## src/rtl/alu_operand_issue_pkg.sv

```systemverilog
// Shared types for the ALU operand issue stage.
//   alu_sel_e  : ALU operation encoding (carried through unchanged)
//   op1_sel_e  : operand 1 source select (RS1 / PC / ZERO, 2'b11 reserved)
//   op2_sel_e  : operand 2 source select (RS2 / IMM / FOUR, 2'b11 reserved)
//   issue_op_t : one fully resolved micro-op as presented to the ALU
package alu_operand_issue_pkg;

  localparam int unsigned PKG_XLEN      = 32;
  localparam int unsigned PKG_REG_IDX_W = 5;

  typedef enum logic [3:0] {
    ALU_ADD    = 4'd0,
    ALU_SUB    = 4'd1,
    ALU_SLL    = 4'd2,
    ALU_SLT    = 4'd3,
    ALU_SLTU   = 4'd4,
    ALU_XOR    = 4'd5,
    ALU_SRL    = 4'd6,
    ALU_SRA    = 4'd7,
    ALU_OR     = 4'd8,
    ALU_AND    = 4'd9,
    ALU_COPY_B = 4'd10
  } alu_sel_e;

  typedef enum logic [1:0] {
    OP1_RS1  = 2'd0,
    OP1_PC   = 2'd1,
    OP1_ZERO = 2'd2
  } op1_sel_e;

  typedef enum logic [1:0] {
    OP2_RS2  = 2'd0,
    OP2_IMM  = 2'd1,
    OP2_FOUR = 2'd2
  } op2_sel_e;

  typedef struct packed {
    logic [PKG_XLEN-1:0]      op1;
    logic [PKG_XLEN-1:0]      op2;
    alu_sel_e                 alu_sel;
    logic [PKG_REG_IDX_W-1:0] rd;
    logic                     rd_we;
  } issue_op_t;

endpackage

```

## src/rtl/alu_operand_issue_skid_buffer_2.sv

```systemverilog
// Generic 2-entry valid/ready skid buffer.
//   clk, rst (async, active-low), flush (sync kill of all held entries)
//   in_valid/in_ready/in_data   : upstream side, in_ready is a flop output
//   out_valid/out_ready/out_data: downstream side, out_data is the main entry
// The main entry drives the outputs; the skid entry catches the one op that
// arrives while the main entry is stalled, so in_ready can be registered.
module skid_buffer_2
  import alu_operand_issue_pkg::*;
#(
  parameter type T         = issue_op_t,
  parameter T    RESET_VAL = '0
) (
  input  logic clk,
  input  logic rst,
  input  logic flush,
  input  logic in_valid,
  output logic in_ready,
  input  T     in_data,
  output logic out_valid,
  input  logic out_ready,
  output T     out_data
);

  typedef enum logic [1:0] {
    EMPTY = 2'd0,
    ONE   = 2'd1,
    TWO   = 2'd2
  } state_e;

  state_e state, next_state;
  T       main_q, skid_q;
  logic   accept, drain;
  logic   load_main_in, load_main_skid, load_skid;

  assign accept    = in_valid && in_ready;
  assign drain     = out_valid && out_ready;
  assign out_valid = (state != EMPTY);
  assign out_data  = main_q;

  always_comb begin
    next_state     = state;
    load_main_in   = 1'b0;
    load_main_skid = 1'b0;
    load_skid      = 1'b0;
    if (flush) begin
      next_state = EMPTY;
    end else begin
      case (state)
        EMPTY: begin
          if (accept) begin
            load_main_in = 1'b1;
            next_state   = ONE;
          end
        end
        ONE: begin
          if (accept && drain) begin
            load_main_in = 1'b1;
          end else if (accept) begin
            load_skid  = 1'b1;
            next_state = TWO;
          end else if (drain) begin
            next_state = EMPTY;
          end
        end
        TWO: begin
          // in_ready is low here, so only a drain can move the state
          if (drain) begin
            load_main_skid = 1'b1;
            next_state     = ONE;
          end
        end
        default: next_state = EMPTY;
      endcase
    end
  end

  always_ff @(posedge clk or negedge rst) begin
    if (!rst) begin
      state    <= EMPTY;
      in_ready <= 1'b1;
    end else begin
      state    <= next_state;
      in_ready <= (next_state != TWO);
    end
  end

  always_ff @(posedge clk or negedge rst) begin
    if (!rst) begin
      main_q <= RESET_VAL;
      skid_q <= RESET_VAL;
    end else begin
      // flush returns the outputs to the idle value so no write enable leaks
      if (flush) begin
        main_q <= RESET_VAL;
      end else if (load_main_in) begin
        main_q <= in_data;
      end else if (load_main_skid) begin
        main_q <= skid_q;
      end
      if (load_skid) begin
        skid_q <= in_data;
      end
    end
  end

endmodule

```

## src/rtl/alu_operand_issue.sv

```systemverilog
// Execute-entry stage in front of the ALU.
//   clk, rst (async, active-low), flush (sync kill)
//   in_valid/in_ready + rs1/rs2 index/data, pc, imm, op1_sel, op2_sel,
//     alu_sel_in, rd_in, rd_we_in : decoded micro-op from decode
//   fwd_we/fwd_rd/fwd_data         : writeback bypass
//   out_valid/out_ready + op1, op2, alu_sel, rd_out, rd_we_out : to the ALU
// Operands are resolved combinationally at acceptance (including writeback
// forwarding) and then held in a 2-entry skid buffer.
// Field widths of issue_op_t come from the package; XLEN/REG_IDX_W must
// match PKG_XLEN/PKG_REG_IDX_W.
module alu_operand_issue
  import alu_operand_issue_pkg::*;
#(
  parameter int unsigned XLEN      = PKG_XLEN,
  parameter int unsigned REG_IDX_W = PKG_REG_IDX_W
) (
  input  logic                 clk,
  input  logic                 rst,
  input  logic                 flush,
  input  logic                 in_valid,
  output logic                 in_ready,
  input  logic [REG_IDX_W-1:0] rs1_idx,
  input  logic [REG_IDX_W-1:0] rs2_idx,
  input  logic [XLEN-1:0]      rs1_data,
  input  logic [XLEN-1:0]      rs2_data,
  input  logic [XLEN-1:0]      pc,
  input  logic [XLEN-1:0]      imm,
  input  op1_sel_e             op1_sel,
  input  op2_sel_e             op2_sel,
  input  alu_sel_e             alu_sel_in,
  input  logic [REG_IDX_W-1:0] rd_in,
  input  logic                 rd_we_in,
  input  logic                 fwd_we,
  input  logic [REG_IDX_W-1:0] fwd_rd,
  input  logic [XLEN-1:0]      fwd_data,
  output logic                 out_valid,
  input  logic                 out_ready,
  output logic [XLEN-1:0]      op1,
  output logic [XLEN-1:0]      op2,
  output alu_sel_e             alu_sel,
  output logic [REG_IDX_W-1:0] rd_out,
  output logic                 rd_we_out
);

  logic [XLEN-1:0] rs1v, rs2v;
  issue_op_t       in_op, out_op;

  always_comb begin
    // x0 is hardwired zero, so a writeback to x0 must never be forwarded
    rs1v = rs1_data;
    if (fwd_we && (fwd_rd == rs1_idx) && (rs1_idx != '0)) begin
      rs1v = fwd_data;
    end
    rs2v = rs2_data;
    if (fwd_we && (fwd_rd == rs2_idx) && (rs2_idx != '0)) begin
      rs2v = fwd_data;
    end
  end

  always_comb begin
    in_op = '0;
    case (op1_sel)
      OP1_RS1:  in_op.op1 = rs1v;
      OP1_PC:   in_op.op1 = pc;
      OP1_ZERO: in_op.op1 = '0;
      default:  in_op.op1 = '0;
    endcase
    case (op2_sel)
      OP2_RS2:  in_op.op2 = rs2v;
      OP2_IMM:  in_op.op2 = imm;
      OP2_FOUR: in_op.op2 = {{(XLEN-3){1'b0}}, 3'd4};
      default:  in_op.op2 = '0;
    endcase
    in_op.alu_sel = alu_sel_in;
    in_op.rd      = rd_in;
    in_op.rd_we   = rd_we_in && (rd_in != '0);
  end

  skid_buffer_2 #(
    .T         (issue_op_t),
    .RESET_VAL ('0)
  ) u_skid (
    .clk       (clk),
    .rst       (rst),
    .flush     (flush),
    .in_valid  (in_valid),
    .in_ready  (in_ready),
    .in_data   (in_op),
    .out_valid (out_valid),
    .out_ready (out_ready),
    .out_data  (out_op)
  );

  assign op1       = out_op.op1;
  assign op2       = out_op.op2;
  assign alu_sel   = out_op.alu_sel;
  assign rd_out    = out_op.rd;
  assign rd_we_out = out_op.rd_we;

endmodule

```

## config.mk

```make
export PLATFORM = sky130hd
export DESIGN_NAME = alu_operand_issue
export DESIGN_NICKNAME = d
export VERILOG_FILES = /design/src/rtl/alu_operand_issue_pkg.sv /design/src/rtl/alu_operand_issue_skid_buffer_2.sv /design/src/rtl/alu_operand_issue.sv
export SDC_FILE = /design/constraint.sdc
export NUM_CORES = 1
export LEC_CHECK = 0
export BUFFER_PORTS_ARGS = -buffer_cell sky130_fd_sc_hd__buf_2
export CORE_UTILIZATION = 50
export DETAILED_ROUTE_END_ITERATION = 8
export GPL_TIMING_DRIVEN = 0
export MAX_ROUTING_LAYER = met4
export PLACE_DENSITY = 0.77
export SYNTH_ARGS = -nofsm -noshare
export SYNTH_HDL_FRONTEND = slang
export SYNTH_SLANG_ARGS = --single-unit
```

## constraint.sdc

```tcl
create_clock -name clk -period 5.8 [get_ports clk]
set_clock_uncertainty 0.05 [all_clocks]
set_input_delay 1.16 -clock clk [delete_from_list [all_inputs] [get_ports clk]]
set_output_delay 1.16 -clock clk [all_outputs]
set_load 0.02 [all_outputs]
```

After elaboration in Yosys (flattened, before gate mapping):

Cells that the tools add are included.

* input port bits: 195
* register bits after elaboration: 151
* word-level logic and storage cells: 60
* output and inout port bits: 76

* mux-type cells: 24
* equality and inequality tests: 8
* reductions and logical operators: 16

Operators by type and width (number)
* 2-to-1 mux 74 bit: 3
* case mux 32 bit (3 select lines): 1
* 2-to-1 mux 32 bit: 2
* case mux 32 bit (2 select lines): 1
* nonzero test 5 bit: 3
* 2-to-1 mux 2 bit: 6
* == test 5 bit: 2
* 2-to-1 mux 1 bit: 9
* logical AND 1 bit: 8
* == test 2 x 1 -> 1 bit, second input constant: 3
* logical NOT 2 bit: 3
* case mux 2 bit (3 select lines): 1
* == test 2 bit, second input constant: 2
* nonzero test 3 bit: 1
* != test 2 bit, second input constant: 1
* case mux 1 bit (2 select lines): 1
* nonzero test 2 bit: 1

Longest topological paths before layout:

* depth after elaboration: 8
* gate-level depth with buffers: 7

Hierarchy:

From an unflattened synthesis, not the netlist that was laid out.

* cells, all modules: 796
* area total of the unflattened synthesis: 8247.9 um^2

By module, submodules not included
* skid_buffer_2: cells each 505, area an instance 6249.7 um^2, instances 1, sequential area each 3779.9 um^2
* alu_operand_issue: cells each 291, area an instance 1998.2 um^2, instances 1, sequential area each 0.0 um^2

Worst setup path after synthesis:

Ideal clock, no wire load.

* kind: input -> register
* start: in rs1_idx[0]
* end: reg u_skid.skid_q[42] (netlist name)
* arrival: 2.430 ns
* path slack: 3.185 ns
* required time: 5.616 ns
* path buffers: 1
* stages: 6
* path through: or4_1 a21oi_1 o31ai_1 buf_2 o221ai_2 o21ai_1

* cells in the longest elaborated chain, start to end: 5
* elaborated cells between the ends (all ways): 6

Ends and longest elaborated chain
* start: declaration: line alu_operand_issue.sv:22 `input logic [REG_IDX_W-1:0] rs1_idx,`
* == test 5 bit: line alu_operand_issue.sv:51 `if (fwd_we && (fwd_rd == rs1_idx) && (rs1_idx != '0)) begin`
* logical AND 1 bit: line alu_operand_issue.sv:51
* logical AND 1 bit (*): line alu_operand_issue.sv:51
* 2-to-1 mux 32 bit (*): line alu_operand_issue.sv:51
* case mux 32 bit (2 select lines) (*): line alu_operand_issue.sv:62 `case (op1_sel)`
* end signal: assignment: line alu_operand_issue_skid_buffer_2.sv:101 `skid_q <= in_data;`
* end: declaration: line alu_operand_issue_skid_buffer_2.sv:31 `T main_q, skid_q;`

Every way passes the cells marked *; elsewhere a longest branch is shown, timed or not.
A chain may end at the register's enable or synchronous reset.

Final worst setup path:

* start: in in_valid
* end: reg u_skid.skid_q[39] (netlist name)

* cells in the longest elaborated chain, start to end: 5
* elaborated cells between the ends (all ways): 6

Ends and longest elaborated chain
* start: declaration: line alu_operand_issue.sv:20 `input logic in_valid,`
* logical AND 1 bit (*): line alu_operand_issue_skid_buffer_2.sv:35 `assign accept = in_valid && in_ready;`
* 2-to-1 mux 1 bit or logical AND 1 bit (tied branches): line alu_operand_issue_skid_buffer_2.sv:58, alu_operand_issue_skid_buffer_2.sv:56
* 2-to-1 mux 1 bit (*): line alu_operand_issue_skid_buffer_2.sv:56 `if (accept && drain) begin`
* 2-to-1 mux 1 bit (*): line alu_operand_issue_skid_buffer_2.sv:48 `case (state)`
* 2-to-1 mux 1 bit (*): line alu_operand_issue_skid_buffer_2.sv:45 `if (flush) begin`

Marks and branches as above.

==> flow_summary_export.csv <==
group,metric,value,unit
run_status,run_status,"finished, final reports clean",
setup_path,crit_path_end_kind,"register",
drt,routed-via-count,8069,
synth,most_numerous_cell_types_in_the_synthesized_netlist,"sky130_fd_sc_hd__dfrtp_1 (150), sky130_fd_sc_hd__o21ai_1 (111), sky130_fd_sc_hd__nand2_1 (95)",
sta,rsz0062_at_grt,"false",
setup_path,r2r-start,"u_skid.in_ready",
cts,worst_skew_pair.late_latency,0.43,ns
setup_path,path_max_fanout,10,
placement,placed_inst_area,9641,um^2
global_route,gr-usage-met2,56.34,%
cells_and_area,drive_above_1_share,34.52,%
sta,timing.slew.headroom,35.58,%
sta,setup_total_negative_slack,0,ns
cts,cts_made_buffers,17,
global_route,grt.overflow.total,0,
min_path,hold_path_depth,2,
global_route,grt_start_max_net_pins,83,
drt,detail-route-antenna-nets,0,
synth,syn-num-nets,1017,
floorplan,std_cell_rows,45,
placement,port_buffers,266,
sta,timing.final.max_slew_violations,0,
global_route,grt_most_used_layer,"met2",
cells_and_area,multi_input_comb_area,3720,um^2
cts,clk_pin_slew_worst_paths,0.06,ns
power_and_ir_drop,static-leakage-power,4.918,nW
cells_and_area,layout.area.seq,3780,um^2
synth,ys.flop_type,"sky130_fd_sc_hd__dfrtp_1",
sta,min_period_over_period,51.93,%
global_route,antenna_found_initial,5,
drt,dr.first_iter.drc_count,850,
cells_and_area,fillCellCount,1313,
setup_path,r2r-end,"u_skid.skid_q[39]",
setup_path,critical_path.max_stage_delay,0.60,ns
setup_path,worstPathRequired,6.10,ns
drt,routed_via_density,6.035,
placement,place_hpwl,21130,um
synth,synth.distinct_cells,48,
setup_path,cp_slowest_cell,"sky130_fd_sc_hd__clkbuf_1",
synth,synthesis.yosys.warnings,0,
cts,post-cts-setup-buffers,0,
cells_and_area,final_net_count,1303,
sta,final_hold_violation_count,0,
sta,period_minus_slack,3.012,ns
placement,gp_congestion,0.9523,
synth,postSynth.asyncResetShare,100.0,%
cts,cts_max_level,4,
global_route,vias_in_the_first_global_route,7708,
sta,fmaxAchievable,0.3320,GHz
cells_and_area,finalInstanceArea,10340,um^2
min_path,worst_hold_path.endpoint,"u_skid.skid_q[13]",
floorplan,height_of_the_die,128.6,um
min_path,hold_path_class,"reg -> reg",
sta,transition_time_of_the_tightest_slew_check_pin,0.9628,ns
global_route,globalRouteMet1Util,44.76,%
synth,synth_sequential_area_ratio,47.18,%
synth,syn_area_per_cell,9.746,um^2
floorplan,core-area,15430,um^2
setup_path,timing.critical_path.arrival,3.31,ns
sta,setup_viol_count_final,0,
setup_path,startpoint_types,"primary input",
drt,drt_pass1_iterations,5,
drt,drt-total-wl,27770,um
synth,netlist.top_cell.by_area,"sky130_fd_sc_hd__dfrtp_1",
global_route,grt_overall_usage,35.78,%
synth,post_synth_edffs,0,
min_path,hold_start,"u_skid.skid_q[13]",
cells_and_area,area_growth,29.06,%
drt,drc_errors,0,
floorplan,io_pins,271,
cts,cts.root.buffer_cell,"sky130_fd_sc_hd__clkbuf_16",
floorplan,fp.dieArea,16530,um^2
cts,post_cts_resize_count,0,
cts,clock_sink_count,151,
job,cap_violations,0,
cts,postCtsHoldBufs,0,
global_route,grt_pass1_wl,42330,um
cts,ctsLongestPathBuffers,2,
floorplan,start_util,51.93,%
power_and_ir_drop,power.density,302.6,nW/um^2
setup_path,path_class,"in -> reg",
synth,post_synth_design_cell_area,8011,um^2
setup_path,critical_path_cell_by_cell,"buf_2 > nand2_1 > nor2_1 > nand3_1 > clkbuf_1 > clkbuf_1 > nand2_1 > o21ai_1",
drt,wirelength_per_cell,20.77,um
floorplan,die-width,128.6,um
synth,post_synth_main_area_contributors,"sky130_fd_sc_hd__dfrtp_1 (47%), sky130_fd_sc_hd__o21ai_1 (6.9%), sky130_fd_sc_hd__a22oi_1 (5.9%), sky130_fd_sc_hd__o221ai_2 (5.6%), sky130_fd_sc_hd__a21oi_1 (4.6%)",
synth,fraction_of_post_synthesis_cell_area_in_the_top_cell_type_by_area,46.85,%
setup_path,slack_of_the_worst_reg_to_reg_path,3.25,ns
power_and_ir_drop,power.ir.vdd_worst,261.0,uV
cts,tritoncts,"yes",
setup_path,reg2reg_depth,7,
global_route,groute.layer.met3.usage,8.150,%
synth,ys_seq_elements,151,
synth,syn-instance-count,822,
synth,synth_most_common_cell,"sky130_fd_sc_hd__dfrtp_1",
==> state kept, by name, indices dropped and copies added (netlist names) <==
register	count
u_skid.state	2
u_skid.out_data	74
u_skid.in_ready	1
u_skid.skid_q	74
==> critical path, delay by kind of cell <==
kind                   cells  cell delay [ns]
AND/OR/NAND/NOR            4             0.76
buffers and inverters      3             1.29
AO/OA/AOI/OAI              1             0.10
==> layout make-up <==
class,count,area share [%]
clock buffers,20,4.514
plain buffers,77,3.606
flip-flops and latches,151,36.56
repair buffers,267,13.20
clock inverters,12,2.130
multi-input cells,557,35.98
well taps,211,2.553
diodes,5,0.1210
inverters,37,1.343
==> metrics by stage <==
step | power (mW) | hold slack [ns] | std cells | utilization [%] | setup slack, ns
global route | 3.245 | 0.4606 | 1337 | 67.02 | 2.702
CTS | 3.123 | 0.4399 | 1332 | 66.94 | 2.796
floorplan | 1.603 | 0.3997 | 822 | - | 3.185
detailed placement | 1.844 | 0.4259 | 1300 | 62.49 | 2.330
global placement | 1.822 | 0.4157 | 1299 | 62.27 | 1.325
finish | 3.129 | 0.4398 | 1337 | 67.02 | 2.788
==> cell families after synthesis <==
| family | Yosys count | share of synthesized area, % |
|---|---|---|
| AO/OA/AOI/OAI | 346 | 31.72 |
| AND/OR/NAND/NOR | 191 | 12.20 |
| flip-flops | 151 | 47.18 |
| buffers and inverters | 114 | 6.387 |
| multiplexers | 11 | 1.531 |
| XOR/XNOR | 9 | 0.9840 |
==> worst max path at each step <==
stage	cells past startpoint	to	slack, ns	start
after floorplan	6	u_skid.skid_q[42]	3.19	rs1_idx[0]
after global placement	1	u_skid.out_data[39]	1.32	rst
after detailed placement	8	u_skid.skid_q[37]	2.33	in_valid
after CTS	8	u_skid.skid_q[42]	2.80	in_valid
after global routing	8	u_skid.skid_q[18]	2.70	in_valid
final	8	u_skid.skid_q[39]	2.79	in_valid
==> power breakdown <==
part           switching [mW]  leakage [nW]  internal [mW]
clock network           0.453         0.336          0.841
registers              0.0873          2.01           1.20
logic                   0.330          2.57          0.216
==> routing by layer <==
layer | vias to the layer above | share of wire [%]
li1 | 3663 | -
met1 | 3910 | 41
met2 | 435 | 47
met3 | 61 | 8.1
met4 | 0 | 3.4
met5 | - | 0
==> cells in the final DEF (no fill, tap or decap), drive strengths merged, types with 7 or more instances in the layout <==
cell	synthesis	final
buf	27	294
dfrtp	150	150
o21ai	114	114
nand2	95	95
a21oi	74	74
clkbuf	50	70
a22oi	63	63
inv	37	38
o221ai	32	32
o41ai	24	24
or4	20	20
nand2b	19	19
nor2b	17	17
a41o	16	16
nor2	13	13
mux2	10	10
xnor2	9	9
a311oi	9	9
nor4	8	8
a221oi	7	7
No activity file was read; power rests on OpenSTA's default activity.
